File: config.mk
export PLATFORM = sky130hd
export DESIGN_NAME = forward_ctrl_unit
export DESIGN_NICKNAME = d
export VERILOG_FILES = /design/src/rtl/forward_ctrl_unit.sv
export SDC_FILE = /design/constraint.sdc
export NUM_CORES = 1
export LEC_CHECK = 0
export CAP_MARGIN = 20
export CORE_ASPECT_RATIO = 1.1
export CORE_MARGIN = 2
export CORE_UTILIZATION = 52
export CTS_CLUSTER_SIZE = 10
export DETAILED_ROUTE_END_ITERATION = 16
export PLACE_DENSITY = 0.84
export REMOVE_ABC_BUFFERS = 1
export SYNTH_ARGS = -nofsm -noshare
export SYNTH_HDL_FRONTEND = slang
export SYNTH_SLANG_ARGS = --single-unit
export TNS_END_PERCENT = 100
File: constraint.sdc
create_clock -name clk_i -period 2.6 [get_ports clk_i]
set_input_delay 0.52 -clock clk_i [delete_from_list [all_inputs] [get_ports clk_i]]
set_output_delay 0.52 -clock clk_i [all_outputs]
set_load 0.01 [all_outputs]
File: src/rtl/forward_ctrl_unit.sv
// rtl/forward_ctrl_unit.sv - EX-stage operand forwarding selects and load-use stall
// Destination tags ride alongside the datapath pipeline registers so forward/stall decisions need no datapath state.
module forward_ctrl_unit #(
    parameter int         REG_AW    = 5,
    parameter logic [1:0] FWD_EXMEM = 2'b10,
    parameter logic [1:0] FWD_MEMWB = 2'b01
) (
    input  logic              clk_i,
    input  logic              rst_i,
    input  logic [REG_AW-1:0] id_rs1_i,
    input  logic [REG_AW-1:0] id_rs2_i,
    input  logic [REG_AW-1:0] id_rd_i,
    input  logic              id_regwrite_i,
    input  logic              id_memread_i,
    input  logic              flush_i,
    output logic [1:0]        forwardA_o,
    output logic [1:0]        forwardB_o,
    output logic              stall_o,
    output logic [REG_AW-1:0] exmem_rd_o,
    output logic [REG_AW-1:0] memwb_rd_o
);

    logic [REG_AW-1:0] idex_rs1_q, idex_rs2_q, idex_rd_q;
    logic              idex_regwrite_q, idex_memread_q;
    logic [REG_AW-1:0] exmem_rd_q;
    logic              exmem_regwrite_q;
    logic [REG_AW-1:0] memwb_rd_q;
    logic              memwb_regwrite_q;

    logic exmem_valid, memwb_valid;

    // x0 is hardwired to zero, so a write to it must never be forwarded.
    assign exmem_valid = exmem_regwrite_q && (exmem_rd_q != '0);
    assign memwb_valid = memwb_regwrite_q && (memwb_rd_q != '0);

    // Youngest producer (EX/MEM) wins when both stages match.
    assign forwardA_o = (exmem_valid && exmem_rd_q == idex_rs1_q) ? FWD_EXMEM :
                        (memwb_valid && memwb_rd_q == idex_rs1_q) ? FWD_MEMWB : 2'b00;
    assign forwardB_o = (exmem_valid && exmem_rd_q == idex_rs2_q) ? FWD_EXMEM :
                        (memwb_valid && memwb_rd_q == idex_rs2_q) ? FWD_MEMWB : 2'b00;

    assign stall_o = idex_memread_q && (idex_rd_q != '0) &&
                     ((idex_rd_q == id_rs1_i) || (idex_rd_q == id_rs2_i));

    assign exmem_rd_o = exmem_rd_q;
    assign memwb_rd_o = memwb_rd_q;

    always_ff @(posedge clk_i or negedge rst_i) begin
        if (!rst_i) begin
            idex_rs1_q       <= '0;
            idex_rs2_q       <= '0;
            idex_rd_q        <= '0;
            idex_regwrite_q  <= 1'b0;
            idex_memread_q   <= 1'b0;
            exmem_rd_q       <= '0;
            exmem_regwrite_q <= 1'b0;
            memwb_rd_q       <= '0;
            memwb_regwrite_q <= 1'b0;
        end else begin
            // Stall and flush share one bubble; the later stages keep draining.
            if (stall_o || flush_i) begin
                idex_rs1_q      <= '0;
                idex_rs2_q      <= '0;
                idex_rd_q       <= '0;
                idex_regwrite_q <= 1'b0;
                idex_memread_q  <= 1'b0;
            end else begin
                idex_rs1_q      <= id_rs1_i;
                idex_rs2_q      <= id_rs2_i;
                idex_rd_q       <= id_rd_i;
                idex_regwrite_q <= id_regwrite_i;
                idex_memread_q  <= id_memread_i;
            end
            exmem_rd_q       <= idex_rd_q;
            exmem_regwrite_q <= idex_regwrite_q;
            memwb_rd_q       <= exmem_rd_q;
            memwb_regwrite_q <= exmem_regwrite_q;
        end
    end

endmodule

* Word level (Yosys, flattened, before mapping)
Index checks and enable logic that the tools add are counted. W data, S select, Z words.
Operators by class: eq/ne operators 6, reductions and logical operators 13, multiplexer cells 9
Operators by type and width (count):
- $eq A5 B5 Y1 | 6
- $mux W5 | 3
- $reduce_bool A5 Y1 | 3
- $logic_and A1 B1 Y1 | 8
- $mux W1 | 4
- $mux W2 | 2
- $logic_or A1 B1 Y1 | 2
Word-level totals: output and inout bits 15, register bits after elaboration 29, logic and storage cells 37, bits of input ports 20

* Depth between registers and ports, before layout
Gate-level depths: netlist of run 1.
depth in word-level cells 5, mapped depth 5, depth with buffers taken out 4

* Worst setup path before layout of run 1
No wires, ideal clock.
kind flip-flop to output port, start point reg exmem_rd_q[1], in the netlist exmem_rd_o[1], end point out forwardA_o[0], data required time 2080 ps, path slack 475 ps, arrival time 1605 ps, buffers on the path 0, cell stages (with the launch flop) 5, cell sequence dfrtp_1 > or4_1 > o21ai_1 > nor4_1 > nor4_2
Between the ends: word-level cells in the longest chain between the ends 4, elaborated cells between the ends (all ways) 5, classes of those cells 1 x eq/ne; 1 x mux; 3 x reduce/logical
Ends and longest elaborated chain:
- start, declared | line 25 | logic [REG_AW-1:0] exmem_rd_q;
- start signal, assigned | line 74 | exmem_rd_q <= idex_rd_q;
- $reduce_bool A5 Y1 | line 33 | assign exmem_valid = exmem_regwrite_q && (exmem_rd_q != '0);
- $logic_and A1 B1 Y1 | line 33
- $logic_and A1 B1 Y1 * | line 37 | assign forwardA_o = (exmem_valid && exmem_rd_q == idex_rs1_q) ? FWD_EXMEM :
- $mux W2 * | line 37
- end, declared | line 16 | output logic [1:0] forwardA_o,
Mark *: on every way between the ends. The rest lies on a longest branch, timed or not.

* Worst setup path after layout of run 1
start point reg exmem_rd_q[1], in the netlist exmem_rd_o[1], end point out forwardB_o[0]
Between the ends: word-level cells in the longest chain between the ends 4, elaborated cells between the ends (all ways) 5, classes of those cells 1 x eq/ne; 1 x mux; 3 x reduce/logical
Ends and longest elaborated chain:
- $reduce_bool A5 Y1 | line 33
- $logic_and A1 B1 Y1 | line 33
- $logic_and A1 B1 Y1 * | line 39 | assign forwardB_o = (exmem_valid && exmem_rd_q == idex_rs2_q) ? FWD_EXMEM :
- $mux W2 * | line 39
- end, declared | line 17 | output logic [1:0] forwardB_o,
Marks and branches as above.

==> impl_results.html, run 1 <==
<table>
<tr><th>Metric</th><th>Value</th></tr>
<tr><th colspan="2">Floorplan</th></tr>
<tr><td>Number of top-level design ports</td><td>35</td></tr>
<tr><td>Die X</td><td>53.43 um</td></tr>
<tr><td>Core area</td><td>0.002520 mm2</td></tr>
<tr><td>Initial cell density of the core</td><td>0.5546</td></tr>
<tr><td>Site Rows</td><td>19</td></tr>
<tr><td>Chip Height</td><td>58.38 um</td></tr>
<tr><td>Die area</td><td>0.003119 mm2</td></tr>
<tr><th colspan="2">Synthesis</th></tr>
<tr><td>Flip-flop and latch count after synthesis</td><td>29</td></tr>
<tr><td>Leading post-synthesis cells by cell area</td><td>sky130_fd_sc_hd__dfrtp_1 52%, sky130_fd_sc_hd__xnor2_1 10%, sky130_fd_sc_hd__xor2_1 8.8%, sky130_fd_sc_hd__nand2b_1 7.6%, sky130_fd_sc_hd__a21oi_2 6.3%</td></tr>
<tr><td>Top cells by count, synth</td><td>29 x sky130_fd_sc_hd__dfrtp_1, 17 x sky130_fd_sc_hd__nand2b_1, 16 x sky130_fd_sc_hd__xnor2_1</td></tr>
<tr><td>Most common cell in the netlist</td><td>sky130_fd_sc_hd__dfrtp_1</td></tr>
<tr><td>Syn_area_per_cell</td><td>11.95 um2</td></tr>
<tr><td>Sequential-to-total area share from yosys stat</td><td>0.5192</td></tr>
<tr><td>Area share of the leading cell type in the synthesized netlist</td><td>0.5192</td></tr>
<tr><td>Synth Instances</td><td>117</td></tr>
<tr><td>Number of enable flip-flop cells after synthesis</td><td>0</td></tr>
<tr><td>Summed instance area of the synthesized netlist</td><td>0.001398 mm2</td></tr>
<tr><td>Proportion of synthesized flip-flops having asynchronous set or reset</td><td>1.000</td></tr>
<tr><td>Yosys Warn Count</td><td>0</td></tr>
<tr><td>Main synth FF type</td><td>sky130_fd_sc_hd__dfrtp_1</td></tr>
<tr><td>Unique cell type count in the Yosys netlist</td><td>19</td></tr>
<tr><td>Cell taking the most area after synthesis</td><td>sky130_fd_sc_hd__dfrtp_1</td></tr>
<tr><th colspan="2">Flow run</th></tr>
<tr><td>Max_cap viols</td><td>0</td></tr>
<tr><th colspan="2">Place</th></tr>
<tr><td>Post-detail-place hpwl</td><td>2172 um</td></tr>
<tr><td>Global placer's final weighted congestion</td><td>0.7887</td></tr>
<tr><td>Dpl cell area</td><td>0.001789 mm2</td></tr>
<tr><td>Buffers on Ports</td><td>34</td></tr>
<tr><th colspan="2">STA</th></tr>
<tr><td>Final period util</td><td>0.9522</td></tr>
<tr><td>Minimum clock period after layout</td><td>2476 ps</td></tr>
<tr><td>Transition at the pin with the smallest max-transition slack</td><td>442.7 ps</td></tr>
<tr><td>Setup skew after layout</td><td>4.696 ps</td></tr>
<tr><td>Setup repair after global routing missed its margin</td><td>no</td></tr>
<tr><td>Fmax</td><td>0.4039 GHz</td></tr>
<tr><td>Final Hold Vio Count</td><td>0</td></tr>
<tr><td>Slew Limit Fails</td><td>0</td></tr>
<tr><td>Final-report setup violation count</td><td>0</td></tr>
<tr><td>Hold slack</td><td>356.5 ps</td></tr>
<tr><td>Final total negative setup slack</td><td>0 ps</td></tr>
<tr><td>Remaining max-slew budget at the tightest pin</td><td>0.7040</td></tr>
<tr><th colspan="2">Routing</th></tr>
<tr><td>Vias per cell</td><td>5.203</td></tr>
<tr><td>Detail Route Antenna Nets</td><td>0</td></tr>
<tr><td>Overall routed net length</td><td>2815 um</td></tr>
<tr><td>Number of optimization iterations in the first detailed-route pass</td><td>4</td></tr>
<tr><td>Wire length per cell after detailed routing</td><td>14.66 um</td></tr>
<tr><td>Total vias in the final route</td><td>999</td></tr>
<tr><td>Drt drc</td><td>0</td></tr>
<tr><td>DRT iter0 DRCs</td><td>20</td></tr>
<tr><th colspan="2">GRT</th></tr>
<tr><td>Vias in the first global route</td><td>1,017</td></tr>
<tr><td>Pin count of the biggest net entering global routing</td><td>30</td></tr>
<tr><td>Wire length of the first global-routing pass</td><td>4491 um</td></tr>
<tr><td>Antenna violations before repair</td><td>0</td></tr>
<tr><td>Remaining global-route overflow</td><td>0</td></tr>
<tr><td>Aggregate global-route resource usage</td><td>0.2095</td></tr>
<tr><th colspan="2">Min path</th></tr>
<tr><td>Worst Hold Launch</td><td>idex_regwrite_q</td></tr>
<tr><td>Tightest Hold Check Type</td><td>reg2reg</td></tr>
<tr><td>Worst Hold End</td><td>exmem_regwrite_q</td></tr>
<tr><td>Hold path depth</td><td>0</td></tr>
<tr><th colspan="2">Cells and area</th></tr>
<tr><td>Fraction of final layout cells with drive strength greater than 1</td><td>0.1988</td></tr>
<tr><td>Layout net count</td><td>181</td></tr>
<tr><td>Summed area of non-filler cells in the final layout</td><td>0.001851 mm2</td></tr>
<tr><td>Antenna diode count</td><td>0</td></tr>
<tr><td>Area growth, synth to finish</td><td>32.41%</td></tr>
<tr><th colspan="2">Clocking</th></tr>
<tr><td>CTS tree</td><td>yes</td></tr>
<tr><td>Number of sinks driven by the clock tree</td><td>29</td></tr>
<tr><td>Buffer count from post-CTS setup fixing</td><td>0</td></tr>
<tr><td>Clk_lat worst skew</td><td>320 ps</td></tr>
<tr><td>Root buffer selected by CTS</td><td>sky130_fd_sc_hd__clkbuf_4</td></tr>
<tr><td>Total clock buffers created by CTS</td><td>5</td></tr>
<tr><td>H-tree levels</td><td>2</td></tr>
<tr><td>Hold Buf Count CTS</td><td>0</td></tr>
<tr><td>Buffer depth of the longest clock path</td><td>2</td></tr>
<tr><td>Post-CTS clock slew at the launch and capture registers of the worst setup and hold paths</td><td>80 ps</td></tr>
<tr><th colspan="2">Setup path</th></tr>
<tr><td>WP data arrival</td><td>1960 ps</td></tr>
<tr><td>Crit start category</td><td>flop</td></tr>
<tr><td>Stage delay of the slowest cell on the critical path</td><td>540 ps</td></tr>
<tr><td>Type of destination of the critical path</td><td>output pin</td></tr>
<tr><td>Ordered list of cells on the worst path</td><td>or4_1 -&gt; o21ai_2 -&gt; nor4_2 -&gt; nor4_2 -&gt; clkbuf_2</td></tr>
<tr><td>Highest-delay cell along the critical path</td><td>sky130_fd_sc_hd__or4_1</td></tr>
<tr><td>Reg2Reg Launch Point</td><td>idex_rd_q[4]</td></tr>
<tr><td>Buffer and inverter count on the worst path</td><td>1</td></tr>
<tr><td>FF-to-FF path depth</td><td>4</td></tr>
<tr><td>Top cell family by delay on the critical path</td><td>simple AND/OR/NAND/NOR gates</td></tr>
<tr><td>CP most frequent cell</td><td>sky130_fd_sc_hd__nor4_2</td></tr>
<tr><td>Worst Path Required</td><td>2080 ps</td></tr>
<tr><td>Highest fanout seen on the critical path</td><td>2</td></tr>
<tr><td>Critical path class</td><td>reg2out</td></tr>
<tr><td>Register-to-Register Setup Slack</td><td>960 ps</td></tr>
<tr><td>Crit Reg-Reg Endpoint</td><td>idex_rs1_q[4]</td></tr>
<tr><th colspan="2">Power and ir drop</th></tr>
<tr><td>Design Power</td><td>0.9374 mW</td></tr>
<tr><td>Leakage dissipation</td><td>0.8247 nW</td></tr>
<tr><td>VDD IR-drop max</td><td>0.0004838 V</td></tr>
<tr><td>Power per cell area</td><td>506.6 mW/mm2</td></tr>
<tr><th colspan="2">Status</th></tr>
<tr><td>Result of the run</td><td>completed</td></tr>
</table>
[power breakdown]
part | internal [mW] | switching [mW] | leakage, nW
clock network | 0.127 | 0.135 | 0.0314
registers | 0.475 | 0.0243 | 0.374
logic | 0.0950 | 0.0813 | 0.419
total | 0.697 | 0.240 | 0.825
[state kept, by name (all words and copies together) (netlist names)]
name,count
exmem_rd_o,5
exmem_regwrite_q,1
idex_memread_q,1
idex_rd_q,5
idex_regwrite_q,1
idex_rs1_q,5
idex_rs2_q,5
memwb_rd_o,5
memwb_regwrite_q,1
[per-layer routing]
layer / GRT usage / share of wire / vias to the layer above
met1: 0.2145 / 0.39 / 475
met5: 0 / 0 / -
met2: 0.3898 / 0.55 / 36
met3: 0.07107 / 0.053 / 4
met4: 0.06593 / 0.013 / 0
li1: - / - / 484
[timing repair]
item / 4_1_cts / 5_1_grt
pin swaps: 0 / 0
resized for setup: 7 / 6
endpoints found under the setup margin: 5 / 3
[how the worst max path moves through the flow]
| stage | start | to | slack [ps] | cells past startpoint |
|---|---|---|---|---|
| 2_1_floorplan | id_rs2_i[4] | stall_o | 430 | 4 |
| 3_3_place_gp | id_rs2_i[0] | stall_o | -50 | 6 |
| 3_5_place_dp | id_rs2_i[0] | stall_o | -50 | 6 |
| 4_1_cts | exmem_rd_o[1] | forwardB_o[0] | 3 | 5 |
| 5_1_grt | exmem_rd_o[1] | forwardA_o[0] | 10 | 5 |
| 6_report | exmem_rd_o[1] | forwardB_o[0] | 120 | 5 |
[layout by cell type, fill, tap and decap left out, types with 2 or more instances in the layout]
cell type,n
sky130_fd_sc_hd__dfrtp_1,29
sky130_fd_sc_hd__xor2_1,14
sky130_fd_sc_hd__nand2_1,2
sky130_fd_sc_hd__nor4_2,4
sky130_fd_sc_hd__clkbuf_4,5
sky130_fd_sc_hd__or4_1,5
sky130_fd_sc_hd__a21oi_1,7
sky130_fd_sc_hd__dlygate4sd2_1,2
sky130_fd_sc_hd__a21oi_2,10
sky130_fd_sc_hd__buf_4,7
sky130_fd_sc_hd__clkdlybuf4s50_1,29
sky130_fd_sc_hd__xnor2_1,16
sky130_fd_sc_hd__nand3_1,4
sky130_fd_sc_hd__nand2b_1,17
sky130_fd_sc_hd__clkbuf_2,2
[cell families after synthesis]
logic type | Yosys count | synth area share
and+or+nand+nor | 33 | 0.1549
AOI/OAI and AO/OA | 21 | 0.1092
xor gates and xnor gates | 30 | 0.1880
buffers and inverters | 4 | 0.02864
DFF | 29 | 0.5193
[worst reg2reg max path: stages (launching register included)]
cell                      delay [ps]
sky130_fd_sc_hd__dfrtp_1         440
sky130_fd_sc_hd__or4_1           540
sky130_fd_sc_hd__o21a_1          190
sky130_fd_sc_hd__buf_4           210
sky130_fd_sc_hd__a21oi_1         190
[final cells by class]
cell class / instances / area, um2
Clock buffer: 7 / 55.05
Fill cell: 186 / 669.4
Multi-Input combinational cell: 84 / 648.1
Sequential cell: 29 / 725.7
Tap cell: 31 / 38.79
Timing Repair Buffer: 41 / 382.9
[per-stage QoR]
stage,setup WS (ps),cells,utilization
after global routing,10.76,192,0.7344
after floorplan,431.4,113,-
final,124.2,192,0.7344
after detailed placement,-49.63,185,0.7100
after CTS,3.433,192,0.7363
after global placement,-49.43,185,0.7100
No activity file was read; power rests on OpenSTA's default activity.
==> inputs of run 2 (changes only) <==
- CORE_MARGIN: 2 -> default
==> run 2 against run 1 <==
Against the previous run: routed wire length up 2.0%; combinational power is 3% higher; count of clock-buffer cells in the layout unchanged; register-to-register slack better by 20 ps; critical path depth unchanged; worst hold slack better by 3.7 ps; non-clock buffer count grew 1; clock skew decreased by 1.7 ps; global-route usage is 2.2 points higher.
==> impl_results.html, run 2 (synthesis results as in run 1) <==
<table>
<tr><th>Metric</th><th>Value</th></tr>
<tr><th colspan="2">Floorplan</th></tr>
<tr><td>Number of top-level design ports</td><td>35</td></tr>
<tr><td>Die area</td><td>0.002899 mm2</td></tr>
<tr><td>Core area</td><td>0.002520 mm2</td></tr>
<tr><td>Initial cell density of the core</td><td>0.5546</td></tr>
<tr><td>Chip Height</td><td>56.38 um</td></tr>
<tr><td>Site Rows</td><td>19</td></tr>
<tr><td>Die X</td><td>51.43 um</td></tr>
<tr><th colspan="2">Clocking</th></tr>
<tr><td>H-tree levels</td><td>2</td></tr>
<tr><td>Number of sinks driven by the clock tree</td><td>29</td></tr>
<tr><td>Clk_lat worst skew</td><td>320 ps</td></tr>
<tr><td>Root buffer selected by CTS</td><td>sky130_fd_sc_hd__clkbuf_4</td></tr>
<tr><td>Hold Buf Count CTS</td><td>0</td></tr>
<tr><td>Buffer depth of the longest clock path</td><td>2</td></tr>
<tr><td>Total clock buffers created by CTS</td><td>5</td></tr>
<tr><td>CTS tree</td><td>yes</td></tr>
<tr><td>Post-CTS clock slew at the launch and capture registers of the worst setup and hold paths</td><td>90 ps</td></tr>
<tr><th colspan="2">Flow run</th></tr>
<tr><td>Max_cap viols</td><td>0</td></tr>
<tr><th colspan="2">Place</th></tr>
<tr><td>Global placer's final weighted congestion</td><td>0.8075</td></tr>
<tr><td>Post-detail-place hpwl</td><td>2114 um</td></tr>
<tr><td>Number of placed instances with taps included</td><td>185</td></tr>
<tr><td>Buffers on Ports</td><td>34</td></tr>
<tr><th colspan="2">Setup path</th></tr>
<tr><td>CP most frequent cell</td><td>sky130_fd_sc_hd__nor4_2</td></tr>
<tr><td>Worst Path Required</td><td>2080 ps</td></tr>
<tr><td>Highest fanout seen on the critical path</td><td>2</td></tr>
<tr><td>Ordered list of cells on the worst path</td><td>or4_1 -&gt; o21ai_2 -&gt; nor4_2 -&gt; nor4_2 -&gt; buf_2</td></tr>
<tr><td>Critical path class</td><td>reg2out</td></tr>
<tr><td>Crit start category</td><td>flop</td></tr>
<tr><td>FF-to-FF path depth</td><td>4</td></tr>
<tr><td>WP data arrival</td><td>1990 ps</td></tr>
<tr><td>Highest-delay cell along the critical path</td><td>sky130_fd_sc_hd__or4_1</td></tr>
<tr><td>Stage delay of the slowest cell on the critical path</td><td>540 ps</td></tr>
<tr><td>Type of destination of the critical path</td><td>output pin</td></tr>
<tr><th colspan="2">STA</th></tr>
<tr><td>Slew Limit Fails</td><td>0</td></tr>
<tr><td>Fmax</td><td>0.3990 GHz</td></tr>
<tr><td>Setup skew after layout</td><td>3.020 ps</td></tr>
<tr><td>Setup repair after global routing missed its margin</td><td>yes</td></tr>
<tr><td>Transition at the pin with the smallest max-transition slack</td><td>449.8 ps</td></tr>
<tr><td>Final Hold Vio Count</td><td>0</td></tr>
<tr><td>Final-report setup violation count</td><td>0</td></tr>
<tr><td>Final period util</td><td>0.9639</td></tr>
<tr><td>Remaining max-slew budget at the tightest pin</td><td>0.6992</td></tr>
<tr><td>Minimum clock period after layout</td><td>2506 ps</td></tr>
<tr><th colspan="2">Cells and area</th></tr>
<tr><td>Layout net count</td><td>182</td></tr>
<tr><td>Count of filler cells inserted in the layout</td><td>180</td></tr>
<tr><td>Non-filler cells in the finished layout</td><td>194</td></tr>
<tr><td>Antenna diode count</td><td>0</td></tr>
<tr><td>Fraction of final layout cells with drive strength greater than 1</td><td>0.2086</td></tr>
<tr><td>Commonest cells after routing, fill and taps aside</td><td>29 x sky130_fd_sc_hd__dfrtp_1, 29 x sky130_fd_sc_hd__clkdlybuf4s50_1, 17 x sky130_fd_sc_hd__nand2b_1</td></tr>
<tr><td>Area growth, synth to finish</td><td>35.45%</td></tr>
<tr><th colspan="2">Power and ir drop</th></tr>
<tr><td>VDD IR-drop max</td><td>0.0005715 V</td></tr>
<tr><td>Design Power</td><td>1.065 mW</td></tr>
<tr><td>Power per cell area</td><td>562.6 mW/mm2</td></tr>
<tr><td>Leakage dissipation</td><td>0.8329 nW</td></tr>
<tr><th colspan="2">Routing</th></tr>
<tr><td>Number of optimization iterations in the first detailed-route pass</td><td>4</td></tr>
<tr><td>Detail Route Antenna Nets</td><td>0</td></tr>
<tr><td>DRT iter0 DRCs</td><td>14</td></tr>
<tr><td>Total vias in the final route</td><td>1,007</td></tr>
<tr><td>Overall routed net length</td><td>2871 um</td></tr>
<tr><td>Wire length per cell after detailed routing</td><td>14.80 um</td></tr>
<tr><td>Drt drc</td><td>0</td></tr>
<tr><td>Vias per cell</td><td>5.191</td></tr>
<tr><th colspan="2">GRT</th></tr>
<tr><td>Antenna violations before repair</td><td>0</td></tr>
<tr><td>Vias in the first global route</td><td>1,044</td></tr>
<tr><td>Pin count of the biggest net entering global routing</td><td>30</td></tr>
<tr><td>Remaining global-route overflow</td><td>0</td></tr>
<tr><td>Wire length of the first global-routing pass</td><td>4795 um</td></tr>
<tr><td>Aggregate global-route resource usage</td><td>0.2312</td></tr>
<tr><th colspan="2">Status</th></tr>
<tr><td>Result of the run</td><td>completed</td></tr>
<tr><th colspan="2">Min path</th></tr>
<tr><td>Tightest Hold Check Type</td><td>reg2reg</td></tr>
<tr><td>Hold path depth</td><td>0</td></tr>
</table>
## run 2: cell count changes in the layout (fill, tap and decap cells not counted)
cell                             previous run  this run
sky130_fd_sc_hd__dlymetal6s2s_1             1         0
sky130_fd_sc_hd__clkbuf_2                   2         1
sky130_fd_sc_hd__buf_2                      0         1
sky130_fd_sc_hd__nor4_4                     0         1
sky130_fd_sc_hd__bufinv_16                  0         1
sky130_fd_sc_hd__nor4_2                     4         3
sky130_fd_sc_hd__buf_4                      7         8
sky130_fd_sc_hd__dlygate4sd2_1              2         3
## run 2: layout make-up
| cell class | instances | area, um2 | share of cell area |
|---|---|---|---|
| Tap cell | 31 | 38.79 | 0.02049 |
| Sequential cell | 29 | 725.7 | 0.3833 |
| Timing Repair Buffer | 42 | 386.6 | 0.2042 |
| Clock buffer | 7 | 55.05 | 0.02908 |
| Clock inverter | 1 | 30.03 | 0.01586 |
| Multi-Input combinational cell | 84 | 656.9 | 0.3470 |
## run 2: metrics by stage
stage | hold WS, ps | worst slack, ps | instance area, um2 | TNS [ps] | utilization
floorplan | 224.4 | 431.4 | 1358 | 0 | -
CTS | 358.8 | -33.75 | 1902 | -33.75 | 0.7547
global route | 374.3 | -0.9426 | 1893 | -0.9426 | 0.7512
global placement | 336.4 | -48.06 | 1789 | -48.06 | 0.7100
detailed placement | 337.2 | -69.50 | 1789 | -69.50 | 0.7100
finish | 360.2 | 93.87 | 1893 | 0 | 0.7512
## run 2: report_power, final
group / leakage [nW] / total [mW] / internal, mW / switching (mW)
combinational: 0.413 / 0.181 / 0.0964 / 0.0848
sequential: 0.374 / 0.499 / 0.475 / 0.0237
clock: 0.0455 / 0.385 / 0.229 / 0.156
total: 0.833 / 1.07 / 0.801 / 0.264
## run 2: path summary, 6_finish.rpt
kind                                      start          endpoint  slack [ps]
worst max-delay path              exmem_rd_o[1]     forwardB_o[0]          90
worst min-delay path            idex_regwrite_q  exmem_regwrite_q         360
worst max register to register     idex_rd_q[0]      idex_rd_q[4]         980
worst min register to register  idex_regwrite_q  exmem_regwrite_q         360
max in group asynchronous                 rst_i      idex_rd_q[3]        1790
min in group asynchronous                 rst_i      idex_rd_q[4]         550
## run 2: worst max-delay path, delay by kind of cell, from the launching register on
kind | cells | cell delay (ps)
compound gates | 1 | 230
buf+inv | 1 | 170
flops | 1 | 380
simple gates | 3 | 890
## run 2: repair_timing
item / CTS / global route
resized for setup: 10 / 4
endpoints found under the setup margin: 5 / 2
setup buffers: 1 / 0
pin swaps: 0 / 1
gates cloned: 0 / 0
## run 2: layer usage
layer | up-vias | track usage | part of all wire
li1 | 484 | - | -
met1 | 477 | 0.2581 | 0.40
met2 | 38 | 0.3896 | 0.52
met3 | 8 | 0.07046 | 0.052
met4 | 0 | 0.1158 | 0.026
met5 | - | 0 | 0
